### src/rtl/ekf_cb_pkg.sv
// ============================================================================
// ekf_cb_pkg
//  Shared encoding for the CB port-B direction mapping. The CB write-side
//  mapper and the read-side cb_doutb_map both import this package, so the two
//  ends of the buffer always agree on how a direction is encoded.
//
//  Contents
//   dir_e       2-bit lane direction: IDLE / POS / NEG / NEW
//   DIR_NEW_0/1 values of the NEW-mode half select (l_k_0)
//   cb_tag_t    per-read control tag carried alongside a read in flight
//   dir_active  helper: true for any direction that moves data
// ============================================================================
package ekf_cb_pkg;

    typedef enum logic [1:0] {
        DIR_IDLE = 2'b00,
        DIR_POS  = 2'b01,
        DIR_NEG  = 2'b10,
        DIR_NEW  = 2'b11
    } dir_e;

    // NEW mode moves only half of the lanes; l_k_0 picks which half.
    // DIR_NEW_1 selects input lanes 0/1, DIR_NEW_0 selects input lanes 2/3.
    localparam logic DIR_NEW_0 = 1'b0;
    localparam logic DIR_NEW_1 = 1'b1;

    // Everything needed to interpret one read once its data returns.
    typedef struct packed {
        logic vld;
        dir_e sel;
        logic l_k_0;
    } cb_tag_t;

    function automatic logic dir_active(input dir_e sel);
        return (sel != DIR_IDLE);
    endfunction

endpackage

### src/rtl/cb_doutb_map_if.sv
// ============================================================================
// cb_doutb_map_if
//  Bundles the CB port-B read-side signals of cb_doutb_map.
//
//  Signals
//   CB_rd_en      read issued to CB port B this cycle
//   CB_doutb_sel  direction for this read (dir_e)
//   l_k_0         NEW-mode half select, sampled with CB_rd_en
//   CB_doutb      CB port-B read data, L lanes of RSA_DW bits, lane 0 in LSBs
//   CB_B_din      mapped and skewed lanes towards the RSA, lane 0 in LSBs
//   CB_B_din_vld  per-lane valid aligned with CB_B_din
//
//  Modports
//   master  the side issuing reads and consuming the RSA lanes
//   slave   cb_doutb_map itself
// ============================================================================
interface cb_doutb_map_if #(
    parameter int X      = 4,
    parameter int L      = 4,
    parameter int RSA_DW = 16
);
    import ekf_cb_pkg::*;

    logic                  CB_rd_en;
    dir_e                  CB_doutb_sel;
    logic                  l_k_0;
    logic [L*RSA_DW-1:0]   CB_doutb;
    logic [X*RSA_DW-1:0]   CB_B_din;
    logic [X-1:0]          CB_B_din_vld;

    modport master (
        output CB_rd_en,
        output CB_doutb_sel,
        output l_k_0,
        output CB_doutb,
        input  CB_B_din,
        input  CB_B_din_vld
    );

    modport slave (
        input  CB_rd_en,
        input  CB_doutb_sel,
        input  l_k_0,
        input  CB_doutb,
        output CB_B_din,
        output CB_B_din_vld
    );

endinterface

### src/rtl/lane_skew_sr.sv
// ============================================================================
// lane_skew_sr
//  DEPTH-stage shift register for one RSA lane, carrying data and its valid
//  bit together. The data output is forced to zero whenever the valid bit is
//  low, so the systolic array edge always sees zero padding between items.
//  DEPTH = 0 degenerates to a wire (still with the zero forcing).
//
//  Parameters
//   DW     lane data width
//   DEPTH  number of register stages (0 allowed)
//
//  Ports
//   clk       system clock
//   rst_n     asynchronous active-low reset
//   din       lane data in
//   din_vld   lane valid in
//   dout      lane data out, DEPTH cycles later, zero when dout_vld = 0
//   dout_vld  lane valid out, DEPTH cycles later
// ============================================================================
module lane_skew_sr #(
    parameter int DW    = 16,
    parameter int DEPTH = 0
) (
    input  logic          clk,
    input  logic          rst_n,
    input  logic [DW-1:0] din,
    input  logic          din_vld,
    output logic [DW-1:0] dout,
    output logic          dout_vld
);

    if (DEPTH == 0) begin : g_wire
        // No skew on this lane: clock and reset are not needed here.
        logic unused_clk_rst;
        assign unused_clk_rst = clk ^ rst_n;

        assign dout_vld = din_vld;
        assign dout     = din_vld ? din : '0;
    end else begin : g_shift
        logic [DW-1:0] sr_data [DEPTH];
        logic          sr_vld  [DEPTH];

        always_ff @(posedge clk or negedge rst_n) begin
            if (!rst_n) begin
                for (int s = 0; s < DEPTH; s++) begin
                    sr_data[s] <= '0;
                    sr_vld[s]  <= 1'b0;
                end
            end else begin
                sr_data[0] <= din;
                sr_vld[0]  <= din_vld;
                for (int s = 1; s < DEPTH; s++) begin
                    sr_data[s] <= sr_data[s-1];
                    sr_vld[s]  <= sr_vld[s-1];
                end
            end
        end

        assign dout_vld = sr_vld[DEPTH-1];
        assign dout     = sr_vld[DEPTH-1] ? sr_data[DEPTH-1] : '0;
    end

endmodule

### src/rtl/cb_doutb_map.sv
// ============================================================================
// cb_doutb_map
//  Read-side counterpart of the CB port-B write mapper. Takes CB BRAM port-B
//  read data, undoes the lane direction mapping (POS pass-through, NEG lane
//  reversal, NEW half-select) and applies a per-lane diagonal skew so the data
//  enters the RSA systolic array edge correctly aligned.
//
//  Pipeline
//   control pipe : RD_LAT stages of {vld, sel, l_k_0}; the last stage lines up
//                  with the BRAM data returning for that read
//   map register : 1 stage, applies the direction mapping
//   skew         : lane i delayed by i*SKEW_EN further stages
//  Latency CB_rd_en -> lane i = RD_LAT + 1 + i*SKEW_EN cycles; one read per
//  cycle, no stalls. Data is moved bit-exact, no arithmetic.
//
//  Parameters
//   X        RSA lanes on output, must equal L
//   Y        RSA columns, only checked for sanity
//   L        CB port-B lanes, NEW mode needs L = 4
//   RSA_DW   lane width
//   RD_LAT   CB BRAM read latency, 1..3
//   SKEW_EN  1: diagonal skew, 0: all lanes aligned
//
//  Ports
//   clk        system clock
//   sys_rst_n  asynchronous active-low reset
//   bus        cb_doutb_map_if slave (read control, read data, RSA lanes)
// ============================================================================
module cb_doutb_map
    import ekf_cb_pkg::*;
#(
    parameter int X       = 4,
    parameter int Y       = 4,
    parameter int L       = 4,
    parameter int RSA_DW  = 16,
    parameter int RD_LAT  = 1,
    parameter int SKEW_EN = 1
) (
    input  logic            clk,
    input  logic            sys_rst_n,
    cb_doutb_map_if.slave   bus
);

    // An unsupported configuration never raises a lane valid, so a bad
    // instance shows up as a dead data path rather than garbage in the array.
    localparam bit CFG_OK = (X == L) && (L == 4) && (Y >= 1) &&
                            (RD_LAT >= 1) && (RD_LAT <= 3) &&
                            ((SKEW_EN == 0) || (SKEW_EN == 1));

    // ------------------------------------------------------------------------
    // Reset: asserted asynchronously, released synchronously to clk.
    // ------------------------------------------------------------------------
    logic [1:0] rst_sync;
    logic       rst_n;

    always_ff @(posedge clk or negedge sys_rst_n) begin
        if (!sys_rst_n) begin
            rst_sync <= 2'b00;
        end else begin
            rst_sync <= {rst_sync[0], 1'b1};
        end
    end

    assign rst_n = rst_sync[1];

    // ------------------------------------------------------------------------
    // Control pipe. Each read carries its own direction tag, so a change of
    // direction between back-to-back reads cannot disturb reads in flight.
    // The tag leaving the last stage qualifies CB_doutb in that same cycle.
    // ------------------------------------------------------------------------
    cb_tag_t tag_in;
    cb_tag_t tag_pipe [RD_LAT];
    cb_tag_t tag_out;

    always_comb begin
        tag_in       = '0;
        tag_in.vld   = bus.CB_rd_en && dir_active(bus.CB_doutb_sel);
        tag_in.sel   = bus.CB_doutb_sel;
        tag_in.l_k_0 = bus.l_k_0;
    end

    always_ff @(posedge clk or negedge rst_n) begin
        if (!rst_n) begin
            for (int s = 0; s < RD_LAT; s++) begin
                tag_pipe[s] <= '0;
            end
        end else begin
            tag_pipe[0] <= tag_in;
            for (int s = 1; s < RD_LAT; s++) begin
                tag_pipe[s] <= tag_pipe[s-1];
            end
        end
    end

    assign tag_out = tag_pipe[RD_LAT-1];

    // ------------------------------------------------------------------------
    // Direction mapping. Every lane defaults to zero/invalid, which also
    // covers IDLE and cycles without a read.
    // ------------------------------------------------------------------------
    logic [RSA_DW-1:0] in_lane    [L];
    logic [RSA_DW-1:0] map_d_next [X];
    logic              map_v_next [X];

    always_comb begin
        for (int k = 0; k < L; k++) begin
            in_lane[k] = bus.CB_doutb[k*RSA_DW +: RSA_DW];
        end
        for (int i = 0; i < X; i++) begin
            map_d_next[i] = '0;
            map_v_next[i] = 1'b0;
        end

        if (tag_out.vld && CFG_OK) begin
            case (tag_out.sel)
                DIR_POS: begin
                    for (int i = 0; i < X; i++) begin
                        map_d_next[i] = in_lane[i];
                        map_v_next[i] = 1'b1;
                    end
                end
                DIR_NEG: begin
                    for (int i = 0; i < X; i++) begin
                        map_d_next[i] = in_lane[L-1-i];
                        map_v_next[i] = 1'b1;
                    end
                end
                DIR_NEW: begin
                    // Only lanes 0/1 carry data; lanes 2/3 stay as padding.
                    case (tag_out.l_k_0)
                        DIR_NEW_1: begin
                            map_d_next[0] = in_lane[0];
                            map_d_next[1] = in_lane[1];
                        end
                        DIR_NEW_0: begin
                            map_d_next[0] = in_lane[2];
                            map_d_next[1] = in_lane[3];
                        end
                    endcase
                    map_v_next[0] = 1'b1;
                    map_v_next[1] = 1'b1;
                end
                default: begin
                end
            endcase
        end
    end

    logic [RSA_DW-1:0] map_d [X];
    logic              map_v [X];

    always_ff @(posedge clk or negedge rst_n) begin
        if (!rst_n) begin
            for (int i = 0; i < X; i++) begin
                map_d[i] <= '0;
                map_v[i] <= 1'b0;
            end
        end else begin
            for (int i = 0; i < X; i++) begin
                map_d[i] <= map_d_next[i];
                map_v[i] <= map_v_next[i];
            end
        end
    end

    // ------------------------------------------------------------------------
    // Diagonal skew: lane i sits i stages behind lane 0 so that successive
    // elements enter successive array rows on successive cycles.
    // ------------------------------------------------------------------------
    logic [RSA_DW-1:0] lane_d [X];
    logic              lane_v [X];

    for (genvar i = 0; i < X; i++) begin : g_lane
        lane_skew_sr #(
            .DW    (RSA_DW),
            .DEPTH (i * SKEW_EN)
        ) u_skew (
            .clk      (clk),
            .rst_n    (rst_n),
            .din      (map_d[i]),
            .din_vld  (map_v[i]),
            .dout     (lane_d[i]),
            .dout_vld (lane_v[i])
        );
    end

    logic [X*RSA_DW-1:0] din_flat;
    logic [X-1:0]        vld_flat;

    always_comb begin
        din_flat = '0;
        vld_flat = '0;
        for (int i = 0; i < X; i++) begin
            din_flat[i*RSA_DW +: RSA_DW] = lane_d[i];
            vld_flat[i]                  = lane_v[i];
        end
    end

    assign bus.CB_B_din     = din_flat;
    assign bus.CB_B_din_vld = vld_flat;

endmodule
### src/flat_wrapper.sv
// flat-port wrapper written by rule: the top's interface ports become plain ports
module cb_doutb_map_flat import ekf_cb_pkg::*;
#(
    parameter int X       = 4,
    parameter int Y       = 4,
    parameter int L       = 4,
    parameter int RSA_DW  = 16,
    parameter int RD_LAT  = 1,
    parameter int SKEW_EN = 1
)
  (clk, sys_rst_n, bus_CB_rd_en, bus_CB_doutb_sel, bus_l_k_0, bus_CB_doutb, bus_CB_B_din, bus_CB_B_din_vld);
  cb_doutb_map_if #(.X(X), .L(L), .RSA_DW(RSA_DW)) bus_i ();
  input  logic clk;
  input  logic sys_rst_n;
  input wire logic [$bits(bus_i.CB_rd_en)-1:0] bus_CB_rd_en;
  input wire logic [$bits(bus_i.CB_doutb_sel)-1:0] bus_CB_doutb_sel;
  input wire logic [$bits(bus_i.l_k_0)-1:0] bus_l_k_0;
  input wire logic [$bits(bus_i.CB_doutb)-1:0] bus_CB_doutb;
  output wire logic [$bits(bus_i.CB_B_din)-1:0] bus_CB_B_din;
  output wire logic [$bits(bus_i.CB_B_din_vld)-1:0] bus_CB_B_din_vld;
  assign bus_i.CB_rd_en = bus_CB_rd_en;
  assign bus_i.CB_doutb_sel = bus_CB_doutb_sel;
  assign bus_i.l_k_0 = bus_l_k_0;
  assign bus_i.CB_doutb = bus_CB_doutb;
  assign bus_CB_B_din = bus_i.CB_B_din;
  assign bus_CB_B_din_vld = bus_i.CB_B_din_vld;
  cb_doutb_map #(.X(X), .Y(Y), .L(L), .RSA_DW(RSA_DW), .RD_LAT(RD_LAT), .SKEW_EN(SKEW_EN)) u_core (.clk(clk), .sys_rst_n(sys_rst_n), .bus(bus_i));
endmodule
### config.mk
export PLATFORM = sky130hd
export DESIGN_NAME = cb_doutb_map_flat
export DESIGN_NICKNAME = d
export VERILOG_FILES = /design/src/rtl/ekf_cb_pkg.sv /design/src/rtl/cb_doutb_map_if.sv /design/src/rtl/lane_skew_sr.sv /design/src/rtl/cb_doutb_map.sv /design/src/flat_wrapper.sv
export SDC_FILE = /design/constraint.sdc
export NUM_CORES = 1
export LEC_CHECK = 0
export CAP_MARGIN = 0
export CORE_UTILIZATION = 45
export CTS_CLUSTER_DIAMETER = 30
export DETAILED_ROUTE_END_ITERATION = 7
export PLACE_DENSITY = 0.72
export SLEW_MARGIN = 10
export SYNTH_ARGS = -nofsm -noshare
export SYNTH_HDL_FRONTEND = slang
export SYNTH_SLANG_ARGS = --single-unit
### constraint.sdc
create_clock -name clk -period 6.95 [get_ports clk]
set_clock_uncertainty 0.05 [all_clocks]
set_input_delay 0.695 -clock clk [delete_from_list [all_inputs] [get_ports clk]]
set_output_delay 0.695 -clock clk [all_outputs]
set_load 0.01 [all_outputs]
==> After elaboration in Yosys (flattened, before gate mapping) <==
Cells that the tools add are included.
{ "op_classes": {"addsub": 0, "multipliers": 0, "div": 0, "order_cmp": 0, "n_eq_ne": 3, "shifts": 0, "n_mux": 11, "n_bitwise": 1, "n_reduce_logical": 4} }
{ "ops": {"columns": ["op", "n"], "rows": [
  ["one-hot mux 32 bit (2 select lines)", 2],
  ["one-hot mux 32 bit (3 select lines)", 1],
  ["two-way mux 16 bit", 4],
  ["two-way mux 64 bit", 1],
  ["equality test 2 bit, second input constant", 2],
  ["two-way mux 2 bit", 2],
  ["two-way mux 4 bit", 1],
  ["OR reduction 3 bit", 1],
  ["equality test 2 x 1 -> 1 bit, second input constant", 1],
  ["nonzero test 2 bit", 1],
  ["OR reduction 2 bit", 1],
  ["logical AND 1 bit", 1],
  ["NOT 1 bit", 1]
]} }
{ "totals": {"regBits": 176, "latchBits": 0, "ramBits": 0, "romBits": 0, "input_bits": 70, "out_inout_bits": 68, "elab_cells": 43, "mem_count": 0} }

==> Logic depth before layout (Yosys ltp) <==
{ "depth": {"word_depth": 4, "mapped_depth": 6} }

==> Cells and area by module <==
From an unflattened synthesis, not the netlist that was laid out.
{ "hier_totals": {"hier_cells": 444, "hier_area_um2": 6318.6} }
{ "by_module_without_submodules": {"columns": ["mod", "n_inst", "cells_each", "area_per_inst_um2", "seq_area_each_um2"], "rows": [
  ["cb_doutb_map", 1, 273, 3253.1, 1801.7],
  ["lane_skew_sr (u_core.g_lane[3].u_skew)", 1, 68, 1402.6, 1276.2],
  ["lane_skew_sr (u_core.g_lane[2].u_skew)", 1, 51, 977.2, 850.8],
  ["lane_skew_sr (u_core.g_lane[1].u_skew)", 1, 34, 551.8, 425.4],
  ["lane_skew_sr (u_core.g_lane[0].u_skew)", 1, 18, 133.9, 0.0]
]} }

==> Worst setup path before layout <==
No wires, ideal clock.
{ "synth_path": {"path_kind": "reg-to-output", "startpoint": "register u_core.map_v[3] (netlist bit)", "endpoint": "output port bus_CB_B_din[10]", "arrival_time_ns": 0.785, "required_time_ns": 6.205, "path_slack_ns": 5.420, "stages_incl_launch_ff": 3, "cell_sequence": "dfrtp_1 clkbuf_1 and2_1"} }
{ "synth_between": {"elab_chain_cells": 1} }
{ "synth_rtl": {"columns": ["element", "line_no", "text"], "rows": [
  ["start, declared", "cb_doutb_map.sv:150", "logic map_v [X];"],
  ["start signal, assigned by index", "cb_doutb_map.sv:161", "map_v[i] <= map_v_next[i];"],
  ["two-way mux 16 bit", "lane_skew_sr.sv:38", "assign dout = din_vld ? din : '0;"],
  ["end, declared", "flat_wrapper.sv:19", "output wire logic [$bits(bus_i.CB_B_din)-1:0] bus_CB_B_din;"]
]} }
Every way passes these cells.

==> Worst setup path after layout <==
{ "layout_path": {"startpoint": "register u_core.map_v[3] (netlist bit)", "endpoint": "output port bus_CB_B_din[14]"} }
Same word-level chain as after synthesis.

==> out/qor.csv <==
stage;metric;value;unit
run_status;status;finished, final reports clean;
flow_run;max_cap_viol_count;0;
drt;routedWlPerCell;17.2;µm
global_routing;grt_pass1_wl;21.2;mm
clock_tree;post_cts_buffers;0;
global_routing;grt_remaining_overflow;0;
logic_synthesis;synthMuxAreaShare;5.15;%
drt;via_count;3936;
setup_path;cp_data_required_time;6.20;ns
floorplan;rows;42;
clock_tree;clk_pin_slew_worst_paths;0.06;ns
placed_design;dp_hpwl;8.42;mm
power_and_ir_drop;max-vdd-ir-drop;0.000182;V
sta;finalSetupViolations;0;
clock_tree;postCtsHoldBufs;0;
logic_synthesis;synth_warnings;0;
logic_synthesis;synthDistinctLibCells;18;
placed_design;gp_congestion;0.838;
clock_tree;cts_buffers;17;
logic_synthesis;synth_nets;519;
sta;layout_min_cycle_time;2.68;ns
floorplan;start_util;46.6;%
logic_synthesis;synth_fa_ha_area_share;0.805;%
logic_synthesis;avgSynthCellArea;14.0;µm²
min_path;hp-class;flip-flop to async pin;
logic_synthesis;synthTopCellsByCount;dfrtp_1 (172), a22oi_1 (64), and2_1 (64);
sta;tightestPinTransition;1.22;ns
clock_tree;root_buffer;clkbuf_16;
sta;rsz0062_at_grt;no;
setup_path;crit_fanout;18;
drt;via_per_inst;5.19;
logic_synthesis;netlist.top_cell.by_area;dfrtp_1;
logic_synthesis;yosys.area_share.simple;8.65;%
sta;fin_setup_tns;0;ns
logic_synthesis;ys_ff_latch;172;
global_routing;antenna_found_initial;0;
global_routing;grt_max_degree;71;
logic_synthesis;synth_edf_count;0;
logic_synthesis;synth-async-reset-ratio;100;%
floorplan;die_area;14300;µm²
power_and_ir_drop;p_leak;0.00379;µW
clock_tree;htreeDepth;4;
setup_path;end_kind;primary output;
drt;routed_wl;13.1;mm
clock_tree;cts_max_path_buffers;2;
placed_design;io_buffers;137;
clock_tree;cts_resized;0;
sta;max_freq;374;MHz
setup_path;r2r_cells;4;
finish;drive_gt1_share;6.70;%
drt;drc;0;
logic_synthesis;netlist.area_leader.share;69.2;%
finish;area_growth;31.5;%
power_and_ir_drop;powerDensity;269;nW/µm²
sta;slew_headroom;18.5;%
logic_synthesis;synthFlopType;dfrtp_1;
placed_design;dpl_worst_slack;4.72;ns
floorplan;die_y;120;µm
sta;maxSlewViolCount;0;
setup_path;cp.arrival;1.93;ns
logic_synthesis;synth_top_family_by_area;compound AO/OA/AOI/OAI gates;
logic_synthesis;syn_inst;445;
drt;drt_iter0_markers;344;
logic_synthesis;yosysSeqAreaShare;69.2;%
drt;drtAntennaViolNets;0;
clock_tree;clock_sinks;172;
global_routing;grt_pass1_vias;4068;
drt;dr.pass1.iters;5;
logic_synthesis;netlist_top_cells_area;dfrtp_1 (69%), a22oi_1 (7.7%), and2_1 (6.4%);
sta;setup_slack;4.27;ns
setup_path;worstSetupPathType;flip-flop to primary output;
finish;nNetsFinal;643;
logic_synthesis;yosys.cell_count.top_type;dfrtp_1;
finish;diodes;0;
setup_path;startpoint_type;flip-flop;
sta;finalHoldViolations;0;
clock_tree;cts_tree;done;
sta;post-route-period-util;38.5;%
global_routing;grtUsageTotal;19.6;%
logic_synthesis;synth_xor_area_share;0;%
logic_synthesis;synth_compound_area_share;11.1;%
logic_synthesis;netlist_area;6220;µm²
floorplan;die_x;120;µm
floorplan;io_pins;138;
clock_tree;clock_latency;0.42;ns
floorplan;core;13300;µm²
==> where the power goes <==
part           total, µW  leakage (µW)  internal [µW]  switching (µW)
clock network        974      0.000301            599             375
registers           1070       0.00234           1040            27.3
logic                160       0.00115           79.9            80.2
total               2200       0.00379           1720             482
==> path summary, 6_finish.rpt <==
path	from	end	slack, ns
max in group asynchronous	u_core.rst_sync[1]	u_core.tag_out[0]	5.40
max reg2reg	u_core.tag_out[2]	u_core.map_d[45]	4.82
max	u_core.map_v[3]	bus_CB_B_din[14]	4.27
min	u_core.rst_sync[1]	u_core.g_lane[3].u_skew.g_shift.sr_data[1]	0.24
min in group clk	u_core.g_lane[3].u_skew.g_shift.sr_data[41]	u_core.g_lane[3].u_skew.g_shift.sr_data[25]	0.29
min reg2reg	u_core.rst_sync[1]	u_core.g_lane[3].u_skew.g_shift.sr_data[1]	0.24
==> cells by family after synthesis <==
family	after synthesis
AO/OA/AOI/OAI	97
adder cells (fa/ha/maj)	4
buffers and inverters	40
flip-flops	172
multiplexers	32
other	1
AND/OR/NAND/NOR	99
==> state kept, by name (all words and copies together), names as in the netlist <==
signal                                cells
u_core.g_lane.u_skew.g_shift.sr_vld       1
u_core.map_v                              2
u_core.map_d                             64
u_core.tag_out                            4
u_core.g_lane.u_skew.dout_vld             3
u_core.g_lane.u_skew.g_shift.sr_data     96
u_core.rst_sync                           2
==> metrics by stage <==
step	instance area, µm²	utilization (%)	hold WS (ns)	total power, µW	std cells
floorplan	6220	-	0.281	1160	445
global placement	7550	56.6	0.246	1240	726
detailed placement	7550	56.6	0.247	1240	726
CTS	8180	61.2	0.254	2220	758
global route	8180	61.2	0.288	2280	758
finish	8180	61.2	0.243	2200	758
==> placed cells by master (no fill, tap or decap), drive strengths merged, types with 8 or more instances in the layout <==
master and instances:
nor2 32, a22oi 64, dfrtp 172, inv 8, mux2i 32, and2 64
clkdlybuf4s50 137, o22ai 32, clkbuf 21
==> worst max-delay path, cell delays in order, from the launching register on <==
cell	delay, ns
dfrtp_1	0.72
and2_1	0.25
clkdlybuf4s50_1	0.54
==> metal layers <==
metal	GRT usage (%)	wire length [µm]	part of all wire, %
met5	0	0	0
met4	8.91	301	2.3
met3	5.66	920	7.0
met2	29.2	6040	46
met1	26.8	5810	44
==> final cells by class <==
cell class / instances / area [µm²]
clock buffer: 21 / 470
fill: 1022 / 5170
timing repair buffer: 141 / 1400
clock inverter: 11 / 154
tap: 176 / 220
inverter: 4 / 15.0
multi-input combinational: 233 / 1610
sequential: 172 / 4310
(Power assumes the default switching activity.)
